==> config.mk <==
export PLATFORM = sky130hd
export DESIGN_NAME = npc_unit_flat
export DESIGN_NICKNAME = d
export VERILOG_FILES = /design/src/rtl/npc_unit_if.sv /design/src/rtl/npc_unit.sv /design/src/flat_wrapper.sv
export SDC_FILE = /design/constraint.sdc
export NUM_CORES = 1
export LEC_CHECK = 0
export ABC_AREA = 1
export CORE_ASPECT_RATIO = 1.1
export CORE_UTILIZATION = 25
export CTS_CLUSTER_SIZE = 25
export DETAILED_ROUTE_END_ITERATION = 6
export PLACE_DENSITY = 0.57
export SYNTH_ARGS = -nofsm -noshare
export SYNTH_HDL_FRONTEND = slang
export SYNTH_SLANG_ARGS = --single-unit
==> constraint.sdc <==
create_clock -name clk -period 4.6 [get_ports clk]
set_input_delay 0.69 -clock clk [delete_from_list [all_inputs] [get_ports clk]]
set_output_delay 0.69 -clock clk [all_outputs]
set_load 0.005 [all_outputs]
==> src/rtl/npc_unit_if.sv <==
// npc_unit_if: next-PC control inputs and PC outputs shared by IF-stage logic and the PC unit
interface npc_unit_if #(parameter int WIDTH = 32);
  logic             stall;
  logic [1:0]       npc_sel;
  logic             branch_taken;
  logic [WIDTH-1:0] jump_target;
  logic [WIDTH-1:0] jr_target;
  logic             exc_req;
  logic             eret_req;
  logic [WIDTH-1:0] epc;
  logic [WIDTH-1:0] pc;
  logic [WIDTH-1:0] pc4;
  logic             redirect_pending;
  logic             jr_misalign;
  modport master (
    output stall, npc_sel, branch_taken, jump_target, jr_target, exc_req, eret_req, epc,
    input  pc, pc4, redirect_pending, jr_misalign
  );
  modport slave (
    input  stall, npc_sel, branch_taken, jump_target, jr_target, exc_req, eret_req, epc,
    output pc, pc4, redirect_pending, jr_misalign
  );
endinterface

==> src/rtl/npc_unit.sv <==
// npc_unit: IF-stage program counter with stall-aware redirect latching
module npc_unit #(
  parameter int               WIDTH    = 32,
  parameter logic [WIDTH-1:0] RESET_PC = WIDTH'(32'h0000_3000),
  parameter logic [WIDTH-1:0] EXC_VEC  = WIDTH'(32'h0000_4180),
  parameter int               STEP     = 4
) (
  input  logic      clk,
  input  logic      reset,
  npc_unit_if.slave bus
);
  typedef enum logic {RUN, HOLD} state_t;
  state_t           state;
  logic [WIDTH-1:0] pend_target;
  logic             redirect;
  logic             jr_bad;
  logic [WIDTH-1:0] target;
  assign redirect = (bus.npc_sel == 2'd1) || (bus.npc_sel == 2'd2 && bus.branch_taken) || (bus.npc_sel == 2'd3);
  assign target   = (bus.npc_sel == 2'd3) ? bus.jr_target : bus.jump_target;
  assign jr_bad   = (bus.npc_sel == 2'd3) && (bus.jr_target[1:0] != 2'b00);
  assign bus.pc4  = bus.pc + WIDTH'(STEP);
  assign bus.redirect_pending = (state == HOLD);
  // While holding, the first latched redirect wins; later ones are dropped.
  always_ff @(posedge clk) begin
    if (reset) begin
      bus.pc          <= RESET_PC;
      state           <= RUN;
      pend_target     <= '0;
      bus.jr_misalign <= 1'b0;
    end else begin
      bus.jr_misalign <= 1'b0;
      if (bus.exc_req) begin
        bus.pc <= EXC_VEC;
        state  <= RUN;
      end else if (bus.eret_req) begin
        bus.pc <= bus.epc;
        state  <= RUN;
      end else if (state == HOLD) begin
        if (!bus.stall) begin
          bus.pc <= pend_target;
          state  <= RUN;
        end
      end else begin
        bus.jr_misalign <= jr_bad;
        if (bus.stall && redirect) begin
          pend_target <= target;
          state       <= HOLD;
        end else if (!bus.stall) begin
          bus.pc <= redirect ? target : bus.pc4;
        end
      end
    end
  end
endmodule

==> src/flat_wrapper.sv <==
// flat-port wrapper written by rule: the top's interface ports become plain ports
module npc_unit_flat 
#(
  parameter int               WIDTH    = 32,
  parameter logic [WIDTH-1:0] RESET_PC = WIDTH'(32'h0000_3000),
  parameter logic [WIDTH-1:0] EXC_VEC  = WIDTH'(32'h0000_4180),
  parameter int               STEP     = 4
)
  (clk, reset, bus_stall, bus_npc_sel, bus_branch_taken, bus_jump_target, bus_jr_target, bus_exc_req, bus_eret_req, bus_epc, bus_pc, bus_pc4, bus_redirect_pending, bus_jr_misalign);
  npc_unit_if #(.WIDTH(WIDTH)) bus_i ();
  input  logic clk;
  input  logic reset;
  input wire logic [$bits(bus_i.stall)-1:0] bus_stall;
  input wire logic [$bits(bus_i.npc_sel)-1:0] bus_npc_sel;
  input wire logic [$bits(bus_i.branch_taken)-1:0] bus_branch_taken;
  input wire logic [$bits(bus_i.jump_target)-1:0] bus_jump_target;
  input wire logic [$bits(bus_i.jr_target)-1:0] bus_jr_target;
  input wire logic [$bits(bus_i.exc_req)-1:0] bus_exc_req;
  input wire logic [$bits(bus_i.eret_req)-1:0] bus_eret_req;
  input wire logic [$bits(bus_i.epc)-1:0] bus_epc;
  output wire logic [$bits(bus_i.pc)-1:0] bus_pc;
  output wire logic [$bits(bus_i.pc4)-1:0] bus_pc4;
  output wire logic [$bits(bus_i.redirect_pending)-1:0] bus_redirect_pending;
  output wire logic [$bits(bus_i.jr_misalign)-1:0] bus_jr_misalign;
  assign bus_i.stall = bus_stall;
  assign bus_i.npc_sel = bus_npc_sel;
  assign bus_i.branch_taken = bus_branch_taken;
  assign bus_i.jump_target = bus_jump_target;
  assign bus_i.jr_target = bus_jr_target;
  assign bus_i.exc_req = bus_exc_req;
  assign bus_i.eret_req = bus_eret_req;
  assign bus_i.epc = bus_epc;
  assign bus_pc = bus_i.pc;
  assign bus_pc4 = bus_i.pc4;
  assign bus_redirect_pending = bus_i.redirect_pending;
  assign bus_jr_misalign = bus_i.jr_misalign;
  npc_unit #(.WIDTH(WIDTH), .RESET_PC(RESET_PC), .EXC_VEC(EXC_VEC), .STEP(STEP)) u_core (.clk(clk), .reset(reset), .bus(bus_i));
endmodule
==> results of run 1 <==
-- metrics by stage --
stage	setup WS [ns]	instance area, sq um
final	1.458	6771
after global routing	1.333	6771
after CTS	1.460	6771
after detailed placement	1.642	6382
after global placement	1.624	6382
after floorplan	2.580	4519
-- power by group through the flow --
stage          clock network (uW)  registers, uW  logic, uW
2_1_floorplan                   0            638        169
3_3_place_gp                    0            646        375
3_5_place_dp                    0            646        375
4_1_cts                       929            633        377
5_1_grt                       948            638        412
6_report                      913            634        375
-- flip-flops by register name, summed over array words and instances, names as in the netlist, named ones only --
register                     cells
u_core.bus.redirect_pending      1
u_core.bus.pc                   30
u_core.bus.jr_misalign           1
u_core.pend_target              32
-- synthesized netlist by cell type, types with 6 or more instances --
cell | instances | share of area
nand2_1 | 249 | 0.21
nor2_1 | 130 | 0.11
dfxtp_1 | 66 | 0.29
o21ai_0 | 59 | 0.065
inv_1 | 52 | 0.043
a21oi_1 | 35 | 0.039
a211oi_1 | 24 | 0.040
nand3_1 | 23 | 0.025
or2_2 | 17 | 0.024
buf_2 | 14 | 0.016
clkbuf_1 | 13 | 0.011
nor2_2 | 9 | 0.012
o21a_1 | 8 | 0.013
xor2_1 | 6 | 0.012
-- routing by layer --
| layer | routed length [microns] | vias to the layer above | global-route usage |
|---|---|---|---|
| li1 | - | 2717 | - |
| met4 | 268 | 0 | 0.05569 |
| met3 | 1192 | 16 | 0.02848 |
| met1 | 7700 | 2244 | 0.2470 |
| met2 | 7659 | 192 | 0.2917 |
| met5 | 0 | - | 0 |
-- worst reg2reg max path: stages (launching register included) --
cell and delay (ns):
dfxtp_1 0.30, buf_4 0.35, inv_1 0.14, nand2_1 0.18, clkinv_1 0.70, nand3_1 0.41, nand2_1 0.08, nand2_1 0.06
nand2_1 0.04
-- area by class of cell --
| cell class | instances | area [sq um] | area share |
|---|---|---|---|
| multi-input cells | 600 | 2813 | 0.4154 |
| repair buffers | 176 | 1744 | 0.2576 |
| flip-flops and latches | 66 | 1321 | 0.1951 |
| well taps | 238 | 297.8 | 0.04398 |
| clock buffers | 9 | 225.2 | 0.03326 |
| inverters | 55 | 206.4 | 0.03049 |
| clock inverters | 7 | 163.9 | 0.02421 |
-- cell families (layout without fill, tap and decap cells) --
family / Yosys count / in the layout / share of synthesized area
compound gates: 140 / 140 / 0.1797
fa+ha+maj: 1 / 1 / 0.002768
flops: 66 / 66 / 0.2924
xor+xnor: 13 / 13 / 0.03184
buf+inv: 89 / 247 / 0.08527
simple gates: 446 / 446 / 0.4081
-- path summary, 6_finish.rpt --
path | startpoint | end | slack (ns)
setup reg to reg | u_core.bus.redirect_pending | u_core.bus.pc[21] | 2.22
setup / recovery | u_core.bus.pc[3] | bus_pc4[20] | 1.46
hold reg to reg | u_core.pend_target[17] | u_core.pend_target[17] | 0.46
hold / removal | u_core.pend_target[17] | u_core.pend_target[17] | 0.46
==> reports/qor.yml, run 1 <==
run_status:
  status: "complete, but fails checks"
  violations: "DRC"
die:
  core-area_sq_mm: 0.01768
  dieArea_sq_mm: 0.01862
  initial_core_util: 0.2557
  die_w_microns: 130.2
  rows: 51
  io_pins: 170
  dieHeight_microns: 143.0
cts:
  root_buffer: "clkbuf_16"
  post-cts-setup-buffers: 0
  clk_latency_ns: 0.33
  cts_buffer_depth: 2
  cts.clk_slew.worst_paths_ns: 0.06
  clock_sinks: 66
  tritoncts: "done"
  cts_resized: 0
  htree_levels: 3
  cts_buffers: 9
  postCtsHoldBufs: 0
worst_setup_path:
  cp_cell_sequence: "ha_1 -> nand2_1 -> nor2_2 -> nand2_2 -> nor2_4 -> nand2_1 -> nand2_1 -> and2_1 -> clkdlybuf4s50_1"
  path_depth: 9
  start_kind: "flop"
  cp_max_fo: 5
  end_kind: "output port"
  cpPeakStageDelay_ns: 0.51
  reg2regPathDepth: 8
  crit_slowest_cell: "clkdlybuf4s50_1"
  path_buf_inv: 1
  critPathMostFrequentCell: "nand2_1"
  cp.required_ns: 3.91
  cp.arrival_ns: 2.45
  setup.worst_path.class: "flop to output port"
  crit_family: "simple AND/OR/NAND/NOR gates"
synthesis:
  synth_warnings: 0
  async_flop_share: 0
  syn-num-nets: 860
  syn_inst: 755
  syn_area_per_cell_sq_um: 5.986
  synth_edf_count: 0
  ys_seq_area_frac: 0.2924
  ys_seq_elements: 66
  ys_types: 40
  ys.flop_type: "dfxtp_1"
  synthesis.area_sq_mm: 0.004519
layout:
  fin_cells: 1151
  drive_gt1_frac: 0.07229
  antenna_cells: 0
  layout_common_cells: "nand2_1 (249), clkdlybuf4s50_1 (169), nor2_1 (130)"
  nets: 1013
  nFillCells: 1900
  final_common_cell: "nand2_1"
  utilization: 0.3831
  area_growth_pct: 49.83
routing:
  drc: 2
  drt-initial-drc-count: 443
  vias_per_cell: 4.491
  wirelength_microns: 16820
  vias: 5169
  dr.pass1.iters: 7
  wire_per_inst_microns: 14.61
  drtAntennaViolNets: 0
sta:
  layout_worst_path_cycle_share: 0.6830
  slew_headroom: 0.4051
  whs_ns: 0.4564
  tightest_slew_ns: 0.8911
  max_freq_mhz: 318.3
  drv_slew: 0
  finalHoldViolations: 0
  setup_violations: 0
  fin_skew_ns: 0.007493
  final.setup.tns_ns: 0
  layout_min_cycle_time_ns: 3.142
  rsz0062_at_grt: "false"
placement:
  post-dp-hpwl_microns: 13190
  dp.cells: 1135
  gp_congestion: 0.9117
  numPortBuffers: 169
global_route:
  antenna_found_initial: 0
  grt.total_usage: 0.1816
  grt_pass1_wl_microns: 25820
  grt_remaining_overflow: 0
  grt_max_degree: 58
  grt_pass1_vias: 4789
power:
  intPower_uw: 1437
  swShare: 0.2521
  power_uw: 1922
  p_clk_frac: 0.475
  power.net_switching_uw: 484.5
  ir_drop_v: 0.0001636
  pwr-share-seq: 0.330
  comb_power_share: 0.195
  cellPowerDensity_mw_per_mm2: 283.8
  leakage_uw: 0.002693
min_path:
  holdPathStages: 2
  holdCritPathClass: "flop to flop"
run:
  drv_cap: 0
(Power assumes the default switching activity.)
==> run 2, diff against run 1 <==
--- a/config.mk
+++ b/config.mk
@@ -10,7 +10,7 @@
 export CORE_UTILIZATION = 25
 export CTS_CLUSTER_SIZE = 25
 export DETAILED_ROUTE_END_ITERATION = 6
-export PLACE_DENSITY = 0.57
+export PLACE_DENSITY = 0.59
 export SYNTH_ARGS = -nofsm -noshare
 export SYNTH_HDL_FRONTEND = slang
 export SYNTH_SLANG_ARGS = --single-unit
==> constraint.sdc (replaced) <==
create_clock -name clk -period 2.6 [get_ports clk]
set_input_delay 0.39 -clock clk [delete_from_list [all_inputs] [get_ports clk]]
set_output_delay 0.39 -clock clk [all_outputs]
set_load 0.005 [all_outputs]
==> reports/qor.yml, run 2 (synthesis gave the netlist of run 1 again) <==
routing:
  vias: 5325  # +3.0%
  wirelength_microns: 16900  # +0.46%
  wire_per_inst_microns: 14.43  # -1.3%
  drt-initial-drc-count: 426  # -3.8%
  drc: 0  # -2
  vias_per_cell: 4.547  # +1.3%
  dr.pass1.iters: 5  # -2
  drtAntennaViolNets: 0  # unchanged
layout:
  stdcell_area_sq_mm: 0.007018  # +3.6%
  multi_input_area_sq_mm: 0.002870  # +2.0%
  nFillCells: 1896  # -0.21%
  antenna_cells: 0  # unchanged
  reg_top3: "u_core.pend_target: 32 flops, u_core.bus.pc: 30 flops"
  largest_register: "u_core.pend_target"
  layout_common_cells: "nand2_1 (247), clkdlybuf4s50_1 (168), nor2_1 (124)"
  largest_reg_flops: 32  # unchanged
  drive_gt1_frac: 0.1211  # +0.04883
  area_growth_pct: 55.29
  fin_cells: 1171  # +1.7%
  nets: 1033  # +2.0%
  final_common_cell: "nand2_1"
  seqCellArea_sq_mm: 0.001343  # +1.6%
sta:
  slew_headroom: 0.6833  # +0.2783
  setup_violations: 0  # unchanged
  finalHoldViolations: 0  # unchanged
  max_freq_mhz: 393.1
  layout_min_cycle_time_ns: 2.544
  fin_skew_ns: 0.006958  # -0.0005348 ns
  layout_worst_path_cycle_share: 0.9784
  final.setup.worst_slack_ns: 0.05604  # -1.402 ns
  whs_ns: 0.4602  # +0.003838 ns
  drv_slew: 0  # unchanged
  final.setup.tns_ns: 0  # unchanged
  tightest_slew_ns: 0.4744  # -0.4167 ns
  rsz0062_at_grt: "true"
global_route:
  antenna_found_initial: 1  # +1
  grt_pass1_vias: 4846  # +1.2%
  grt_pass1_wl_microns: 25800  # about the same
  grt_remaining_overflow: 0  # unchanged
  grt.total_usage: 0.1835  # +0.001832
  grt_max_degree: 49  # -16%
power:
  ir_drop_v: 0.0002781  # +70%
  leakage_uw: 0.002831  # +5.1%
  cellPowerDensity_mw_per_mm2: 477.0  # +68%
run:
  drv_cap: 0  # unchanged
die:
  io_pins: 170  # unchanged
  core-area_sq_mm: 0.01768  # unchanged
  initial_core_util: 0.2557  # unchanged
  rows: 51  # unchanged
  dieHeight_microns: 143.0  # unchanged
  dieArea_sq_mm: 0.01862  # unchanged
  die_w_microns: 130.2  # unchanged
cts:
  tritoncts: "done"
  cts.clk_slew.worst_paths_ns: 0.06  # about the same
  cts_buffer_depth: 2  # unchanged
  clk_latency_ns: 0.34  # about the same
  root_buffer: "clkbuf_16"
  cts_buffers: 9  # unchanged
  htree_levels: 3  # unchanged
  postCtsHoldBufs: 0  # unchanged
  clock_sinks: 66  # unchanged
worst_setup_path:
  cp.required_ns: 2.21  # -1.70 ns
  reg2regPathDepth: 8  # unchanged
  cp_max_fo: 5  # unchanged
  critPathLaunch: "u_core.bus.pc[2]"
  rr_endpoint: "u_core.bus.pc[21]"
  end_kind: "output port"
  cp.arrival_ns: 2.15  # -0.30 ns
  r2r_slack_ns: 0.75  # -1.47 ns
  worstReg2RegStart: "u_core.bus.redirect_pending"
  start_kind: "flop"
  setup.worst_path.class: "flop to output port"
placement:
  gp_congestion: 0.9291  # +1.9%
  numPortBuffers: 169  # unchanged
  placed_area_sq_mm: 0.006533  # +2.4%
  dp.cells: 1150  # +1.3%
  dp_slack_ns: 0.3005  # -1.342 ns
  post-dp-hpwl_microns: 13420  # +1.8%
min_path:
  hold_path_end: "u_core.pend_target[17]"
  holdCritPathClass: "flop to flop"
  holdCritStartpoint: "u_core.pend_target[17]"
  holdPathStages: 2  # unchanged
run_status:
  status: "completed"
[run 2: cell types whose count changed in the layout (fill, tap and decap cells not counted), sizes merged]
cell / delta
buf: +20
bufinv: -1
clkdlybuf4s50: -1
clkinv: +1
clkinvlp: +1
dlymetal6s2s: +1
inv: -1
[run 2: what timing repair did]
item	4_1_cts	5_1_grt
setup endpoints to repair	8	18
buffers inserted	1	4
pin swaps	0	4
resized for setup	6	27
[run 2: worst max-delay path, cell delays in order (launching register included)]
cell	delay, ns
dfxtp_2	0.35
ha_4	0.15
nand2_1	0.09
nor2_4	0.17
nand2_4	0.10
nor2_4	0.19
nand3_1	0.10
nand2_1	0.15
clkdlybuf4s50_1	0.52
[run 2: area by class of cell]
cell class | instances | area share
Inverter | 55 | 0.02942
Tap cell | 238 | 0.04243
Timing Repair Buffer | 196 | 0.2756
Clock inverter | 7 | 0.02015
Multi-Input combinational cell | 600 | 0.4090
Clock buffer | 9 | 0.03209
Sequential cell | 66 | 0.1913
[run 2: report_power, final]
| group | switching, uW | internal [uW] |
|---|---|---|
| clock | 491 | 1030 |
| combinational | 325 | 375 |
| sequential | 57.4 | 1070 |
| total | 874 | 2470 |
[run 2: worst max-delay path by stage]
| stage | to | slack [ns] | cells past startpoint |
|---|---|---|---|
| final | bus_pc4[28] | 0.06 | 8 |
| after global routing | bus_pc4[21] | -0.03 | 6 |
| after CTS | bus_pc4[20] | -0.01 | 9 |
| after detailed placement | bus_pc4[16] | 0.30 | 6 |
| after global placement | bus_pc4[16] | 0.31 | 6 |
| after floorplan | bus_pc4[20] | 0.88 | 7 |
[run 2: metrics by stage]
stage,util,power (uW)
after floorplan,-,1426
after detailed placement,0.3696,1836
after global placement,0.3696,1833
final,0.3970,3348
after CTS,0.3918,3364
after global routing,0.3970,3493
[run 2: per-layer routing]
metal / wire, microns / part of all wire / track usage / vias up
li1: - / - / - / 2760
met1: 7581 / 0.45 / 0.2439 / 2354
met2: 7811 / 0.46 / 0.2968 / 185
met3: 1111 / 0.066 / 0.02735 / 24
met4: 381 / 0.023 / 0.06916 / 2
met5: 11 / 0.00065 / 0 / -
